<file path="config.mk">
export PLATFORM = sky130hd
export DESIGN_NAME = csr_trap_unit
export DESIGN_NICKNAME = d
export VERILOG_FILES = /design/src/rtl/csr_trap_unit.sv
export SDC_FILE = /design/constraint.sdc
export NUM_CORES = 1
export LEC_CHECK = 0
export BUFFER_PORTS_ARGS = -buffer_cell sky130_fd_sc_hd__buf_2
export CORE_ASPECT_RATIO = 0.75
export CORE_MARGIN = 2
export CORE_UTILIZATION = 61
export CTS_CLUSTER_SIZE = 30
export DETAILED_ROUTE_END_ITERATION = 16
export GPL_TIMING_DRIVEN = 0
export PLACE_DENSITY = 0.87
export SYNTH_ARGS = -nofsm -noshare
export SYNTH_HDL_FRONTEND = slang
export SYNTH_SLANG_ARGS = --single-unit
</file>
<file path="constraint.sdc">
create_clock -name clock -period 7.4 [get_ports clock]
set_input_delay 2.22 -clock clock [delete_from_list [all_inputs] [get_ports clock]]
set_output_delay 2.22 -clock clock [all_outputs]
set_load 0.05 [all_outputs]
</file>
<file path="src/rtl/csr_trap_unit.sv">
// Machine-mode CSR file and trap sequencer: combinational CSR read for Execute,
// writeback commits, mcycle/minstret, interrupt sampling, trap entry and MRET.
module csr_trap_unit #(
  parameter logic [31:0] RESET_MTVEC = 32'h0000_0000,
  parameter int          SYNC_STAGES = 2
) (
  input  logic        clock,
  input  logic        reset,
  input  logic [11:0] destinationCSR,
  output logic [31:0] csrReadData,
  input  logic        csrWriteEnable,
  input  logic [11:0] csrWriteAddress,
  input  logic [31:0] csrWriteData,
  input  logic        retireValid,
  input  logic [31:0] retireNextPC,
  input  logic        exceptionValid,
  input  logic [3:0]  exceptionCause,
  input  logic [31:0] exceptionPC,
  input  logic [31:0] exceptionTval,
  input  logic        mretCommit,
  input  logic        softwareInterrupt,
  input  logic        timerInterrupt,
  input  logic        externalInterrupt,
  output logic        trapRedirect,
  output logic [31:0] trapTarget,
  output logic        interruptPending
);

  localparam int SYNC_N = (SYNC_STAGES < 2) ? 2 : SYNC_STAGES;

  localparam logic [11:0] CSR_MSTATUS  = 12'h300;
  localparam logic [11:0] CSR_MIE      = 12'h304;
  localparam logic [11:0] CSR_MTVEC    = 12'h305;
  localparam logic [11:0] CSR_MSCRATCH = 12'h340;
  localparam logic [11:0] CSR_MEPC     = 12'h341;
  localparam logic [11:0] CSR_MCAUSE   = 12'h342;
  localparam logic [11:0] CSR_MTVAL    = 12'h343;
  localparam logic [11:0] CSR_MIP      = 12'h344;
  localparam logic [11:0] CSR_MCYCLE   = 12'hB00;
  localparam logic [11:0] CSR_MINSTRET = 12'hB02;

  typedef enum logic {S_RUN, S_FLUSH} state_e;

  state_e              state_q, state_d;
  logic                gie_q, gie_d;
  logic                mpie_q, mpie_d;
  logic [31:0]         mie_q, mie_d;
  logic [31:0]         mtvec_q, mtvec_d;
  logic [31:0]         mscratch_q, mscratch_d;
  logic [31:0]         mepc_q, mepc_d;
  logic [31:0]         mcause_q, mcause_d;
  logic [31:0]         mtval_q, mtval_d;
  logic [31:0]         mcycle_q, mcycle_d;
  logic [31:0]         minstret_q, minstret_d;
  logic                msip_q, mtip_q;
  logic [SYNC_N-1:0]   meip_sync_q;

  logic        run;
  logic [31:0] mstatus, mip, irq_act, irq_cause;
  logic        take_exc, take_irq, take_trap, do_mret, do_wr;

  // MPP is hard-wired to M-mode; only MIE/MPIE are stored.
  assign mstatus = {19'b0, 2'b11, 3'b0, mpie_q, 3'b0, gie_q, 3'b0};
  assign mip     = {20'b0, meip_sync_q[SYNC_N-1], 3'b0, mtip_q, 3'b0, msip_q, 3'b0};
  assign irq_act = mip & mie_q;
  assign interruptPending = gie_q && (|irq_act);
  assign irq_cause = irq_act[11] ? 32'h8000_000B :
                     irq_act[3]  ? 32'h8000_0003 : 32'h8000_0007;

  assign take_exc  = run && exceptionValid;
  assign take_irq  = run && !exceptionValid && interruptPending && retireValid;
  assign take_trap = take_exc || take_irq;
  assign do_mret   = run && !take_trap && mretCommit;
  assign do_wr     = run && !take_trap && !mretCommit && csrWriteEnable;

  always_ff @(posedge clock or negedge reset) begin
    if (!reset) state_q <= S_RUN;
    else        state_q <= state_d;
  end

  always_comb begin
    state_d = state_q;
    unique case (state_q)
      S_RUN:   if (take_trap) state_d = S_FLUSH;
      S_FLUSH: state_d = S_RUN;
      default: state_d = S_RUN;
    endcase
  end

  always_comb begin
    run          = (state_q == S_RUN);
    trapRedirect = (state_q == S_FLUSH);
  end

  assign trapTarget = mtvec_q;

  always_comb begin
    gie_d      = gie_q;
    mpie_d     = mpie_q;
    mie_d      = mie_q;
    mtvec_d    = mtvec_q;
    mscratch_d = mscratch_q;
    mepc_d     = mepc_q;
    mcause_d   = mcause_q;
    mtval_d    = mtval_q;
    mcycle_d   = mcycle_q + 32'd1;
    // An interrupt trap still retires the instruction; an exception does not.
    minstret_d = minstret_q + {31'b0, run && retireValid && !exceptionValid};
    if (take_trap) begin
      mpie_d = gie_q;
      gie_d  = 1'b0;
      if (take_exc) begin
        mepc_d   = exceptionPC;
        mcause_d = {28'b0, exceptionCause};
        mtval_d  = exceptionTval;
      end else begin
        mepc_d   = retireNextPC;
        mcause_d = irq_cause;
        mtval_d  = 32'b0;
      end
    end else if (do_mret) begin
      gie_d  = mpie_q;
      mpie_d = 1'b1;
    end else if (do_wr) begin
      case (csrWriteAddress)
        CSR_MSTATUS:  begin gie_d = csrWriteData[3]; mpie_d = csrWriteData[7]; end
        CSR_MIE:      mie_d      = csrWriteData & 32'h0000_0888;
        CSR_MTVEC:    mtvec_d    = csrWriteData & ~32'd3;
        CSR_MSCRATCH: mscratch_d = csrWriteData;
        CSR_MEPC:     mepc_d     = csrWriteData & ~32'd3;
        CSR_MCAUSE:   mcause_d   = csrWriteData;
        CSR_MTVAL:    mtval_d    = csrWriteData;
        CSR_MCYCLE:   mcycle_d   = csrWriteData;
        CSR_MINSTRET: minstret_d = csrWriteData;
        default: ;
      endcase
    end
  end

  always_ff @(posedge clock or negedge reset) begin
    if (!reset) begin
      gie_q       <= 1'b0;
      mpie_q      <= 1'b0;
      mie_q       <= '0;
      mtvec_q     <= RESET_MTVEC & ~32'd3;
      mscratch_q  <= '0;
      mepc_q      <= '0;
      mcause_q    <= '0;
      mtval_q     <= '0;
      mcycle_q    <= '0;
      minstret_q  <= '0;
      msip_q      <= 1'b0;
      mtip_q      <= 1'b0;
      meip_sync_q <= '0;
    end else begin
      gie_q       <= gie_d;
      mpie_q      <= mpie_d;
      mie_q       <= mie_d;
      mtvec_q     <= mtvec_d;
      mscratch_q  <= mscratch_d;
      mepc_q      <= mepc_d;
      mcause_q    <= mcause_d;
      mtval_q     <= mtval_d;
      mcycle_q    <= mcycle_d;
      minstret_q  <= minstret_d;
      msip_q      <= softwareInterrupt;
      mtip_q      <= timerInterrupt;
      meip_sync_q <= {meip_sync_q[SYNC_N-2:0], externalInterrupt};
    end
  end

  // No write bypass: Execute forwards in-flight CSR writes itself.
  always_comb begin
    csrReadData = '0;
    case (destinationCSR)
      CSR_MSTATUS:  csrReadData = mstatus;
      CSR_MIE:      csrReadData = mie_q;
      CSR_MTVEC:    csrReadData = mtvec_q;
      CSR_MSCRATCH: csrReadData = mscratch_q;
      CSR_MEPC:     csrReadData = mepc_q;
      CSR_MCAUSE:   csrReadData = mcause_q;
      CSR_MTVAL:    csrReadData = mtval_q;
      CSR_MIP:      csrReadData = mip;
      CSR_MCYCLE:   csrReadData = mcycle_q;
      CSR_MINSTRET: csrReadData = minstret_q;
      default:      csrReadData = '0;
    endcase
  end

endmodule

</file>
==> impl_metrics.json <==
{
  "ys_seq_area_frac": 0.4708,
  "die_height_um": 127.1,
  "setup_viol": 0,
  "worst_pin_slew_ns": 1.046,
  "final_common_cell": "buf_2",
  "min_period_ns": 7.316,
  "crit_path_end_kind": "output pin",
  "critPathKind": "in2out",
  "ys_ff_latch": 232,
  "relSlewSlack": 0.2973,
  "wl_per_cell_um": 24.37,
  "core_area_um2": 20040,
  "clk_pin_slew_worst_paths_ns": 0.06,
  "cap_violations": 0,
  "antenna_found_initial": 1,
  "status": "completed",
  "grt_overflow": 0,
  "finalHoldViolations": 0,
  "routed_wl_mm": 43.72,
  "h-tree-depth": 1,
  "rows": 45,
  "layout_common_cells": "buf_2, dfrtp_1, nor2_1, nand2_1, mux2_2",
  "cp.required_ns": 5.18,
  "route.detailed.drc": 0,
  "grt_pass1_vias": 11621,
  "num_vias": 11844,
  "synth-main-ff-cell": "dfrtp_1",
  "clk_latency_ns": 0.55,
  "cp-start-kind": "primary input",
  "fin_skew_ns": 0.02740,
  "avgViaCountPerCell": 6.602,
  "design.die.area_um2": 21380,
  "cts-root-buf": "clkbuf_16",
  "post_cts_buffers": 0,
  "power_leakage_nw": 6.786,
  "pwr-share-comb": 0.135,
  "portBuffers": 228,
  "grt_max_degree": 118,
  "start_util": 0.6152,
  "tns_ns": 0,
  "p_sw_mw": 0.8722,
  "crit_start": "destinationCSR[5]",
  "postLayoutCoreUtil": 0.7305,
  "synth-async-reset-ratio": 1.000,
  "final_layout_size_suffix_gt1_frac": 0.2660,
  "synth_area_per_cell_um2": 9.763,
  "min_path_type": "reg2reg",
  "fin_nets": 1686,
  "synth_cells": 1263,
  "antenna_left": 0,
  "gp_congestion": 1.001,
  "timing.fmax_mhz": 136.7,
  "synth_edf_count": 0,
  "drt_iter0_drc": 1425,
  "timing.final.crit_share": 0.9886,
  "io_pins": 231,
  "slew_viol_final": 0,
  "arrival_ns": 5.10,
  "ys_types": 57,
  "fp.dieW_um": 168.2,
  "switching_share": 0.2819,
  "rsz0062_at_grt": "false",
  "internal-power_mw": 2.222,
  "tritoncts": "done",
  "min_from": "meip_sync_q[0]$_DFF_PN0_",
  "irDropWorstVdd_uv": 170.9,
  "reg2reg_from": "mie_q[3]$_DFFE_PN0P_",
  "cts.sinks": 232,
  "grt_pass1_wl_mm": 66.38,
  "fin_area_um2": 14640,
  "p_clk_frac": 0.390,
  "p_seq_frac": 0.475,
  "cts_buffer_depth": 3,
  "first_pass_iters": 9,
  "dp_hpwl_mm": 32.81,
  "track_usage": 0.4089,
  "cts_buffers": 24,
  "syn_area_um2": 12330,
  "place_area_um2": 13840,
  "cts_hold_buf": 0,
  "area_delta_synth_final_pct": 18.74,
  "powerDensity_nw_per_um2": 211.3,
  "ys_warn_count": 0,
  "crit_fanout": 10,
  "p_total_mw": 3.094
}
## worst paths after layout
kind / endpoint / slack [ns] / cells after the start
worst min register to register: meip_sync_q[1]$_DFF_PN0_ / 0.36 / 0
min in group asynchronous: minstret_q[9]$_DFF_PN0_ / 1.75 / 1
worst min-delay path: meip_sync_q[1]$_DFF_PN0_ / 0.36 / 0
worst max-delay path: csrReadData[31] / 0.08 / 10
max in group asynchronous: mtval_q[15]$_DFFE_PN0P_ / 4.50 / 2
worst max register to register: mscratch_q[5]$_DFFE_PN0P_ / 4.27 / 9
## layer usage
layer	GRT usage	up-vias	wire (um)
li1	-	5091	-
met1	0.5611	5675	16540
met2	0.6145	940	19000
met3	0.1478	138	6783
met4	0.1268	0	1406
met5	0	-	0
## sequential cells by signal, summed over array words and instances, names as in the netlist, 2 cells and up
signal / cells
mcause_q: 32
mcycle_q: 32
mepc_q: 32
minstret_q: 32
mscratch_q: 32
mtval_q: 32
trapTarget: 30
mie_q: 3
meip_sync_q: 2
## timing repair
action / in CTS / in global routing
gates cloned: 0 / 0
gates resized for setup: 4 / 1
setup endpoints to repair: 12 / 21
## metrics by stage
stage | worst slack (ns) | instances | hold slack [ns]
detailed placement | -0.2765 | 1751 | 0.3582
floorplan | 0.8166 | 1264 | 0.3312
CTS | 0.02955 | 1793 | 0.3658
finish | 0.08442 | 1794 | 0.3640
global placement | -0.2871 | 1750 | 0.3385
global route | 0.007224 | 1792 | 0.3804
## power by group through the flow
stage                     clock network (mW)  logic, mW  registers [mW]
after floorplan                            0      0.226            1.46
after global placement                     0      0.384            1.48
after detailed placement                   0      0.401            1.49
after CTS                               1.20      0.406            1.46
after global routing                    1.25      0.450            1.48
final                                   1.21      0.419            1.47
## layout make-up
| cell class | count | area [um2] |
|---|---|---|
| clock inverters | 8 | 96.34 |
| plain buffers | 85 | 365.4 |
| clock buffers | 34 | 678.2 |
| repair buffers | 229 | 1179 |
| well taps | 258 | 322.8 |
| multi-input cells | 935 | 6148 |
| inverters | 11 | 41.29 |
| diodes | 2 | 5.005 |
| flip-flops and latches | 232 | 5806 |
| fillers | 1461 | 5403 |
## cell usage after synthesis (all sizes together) (19+ instances only)
cell    instances  area [um2]
clkbuf         62       232.7
nand3          53       265.3
dfrtp         232        5806
a21oi          82       410.4
nand4b         22       192.7
xnor2          34       297.8
a31oi          32       200.2
buf            24       136.4
a22oi          56       420.4
nor2          132       518.0
nand2         127       476.7
nor3           32       165.2
xor2           26       227.7
nand4          19       118.9
o21ai          62       310.3
mux2i          40       400.4
mux2          109        1227
## logic make-up after synthesis
group / synth area share
mux: 0.1357
xor+xnor: 0.04262
other cells: 0.0003041
compound gates: 0.1408
fa+ha+maj: 0.003044
buf+inv: 0.03328
flops: 0.4708
simple gates: 0.1734
## critical path: stages
cell	delay [ns]
buf_2	0.10
or4b_1	0.53
clkbuf_1	0.23
nor3_4	0.36
nand2_1	0.22
nor2_4	0.34
buf_2	0.41
a22oi_1	0.12
nand3_1	0.22
buf_2	0.31
(Power assumes the default switching activity.)
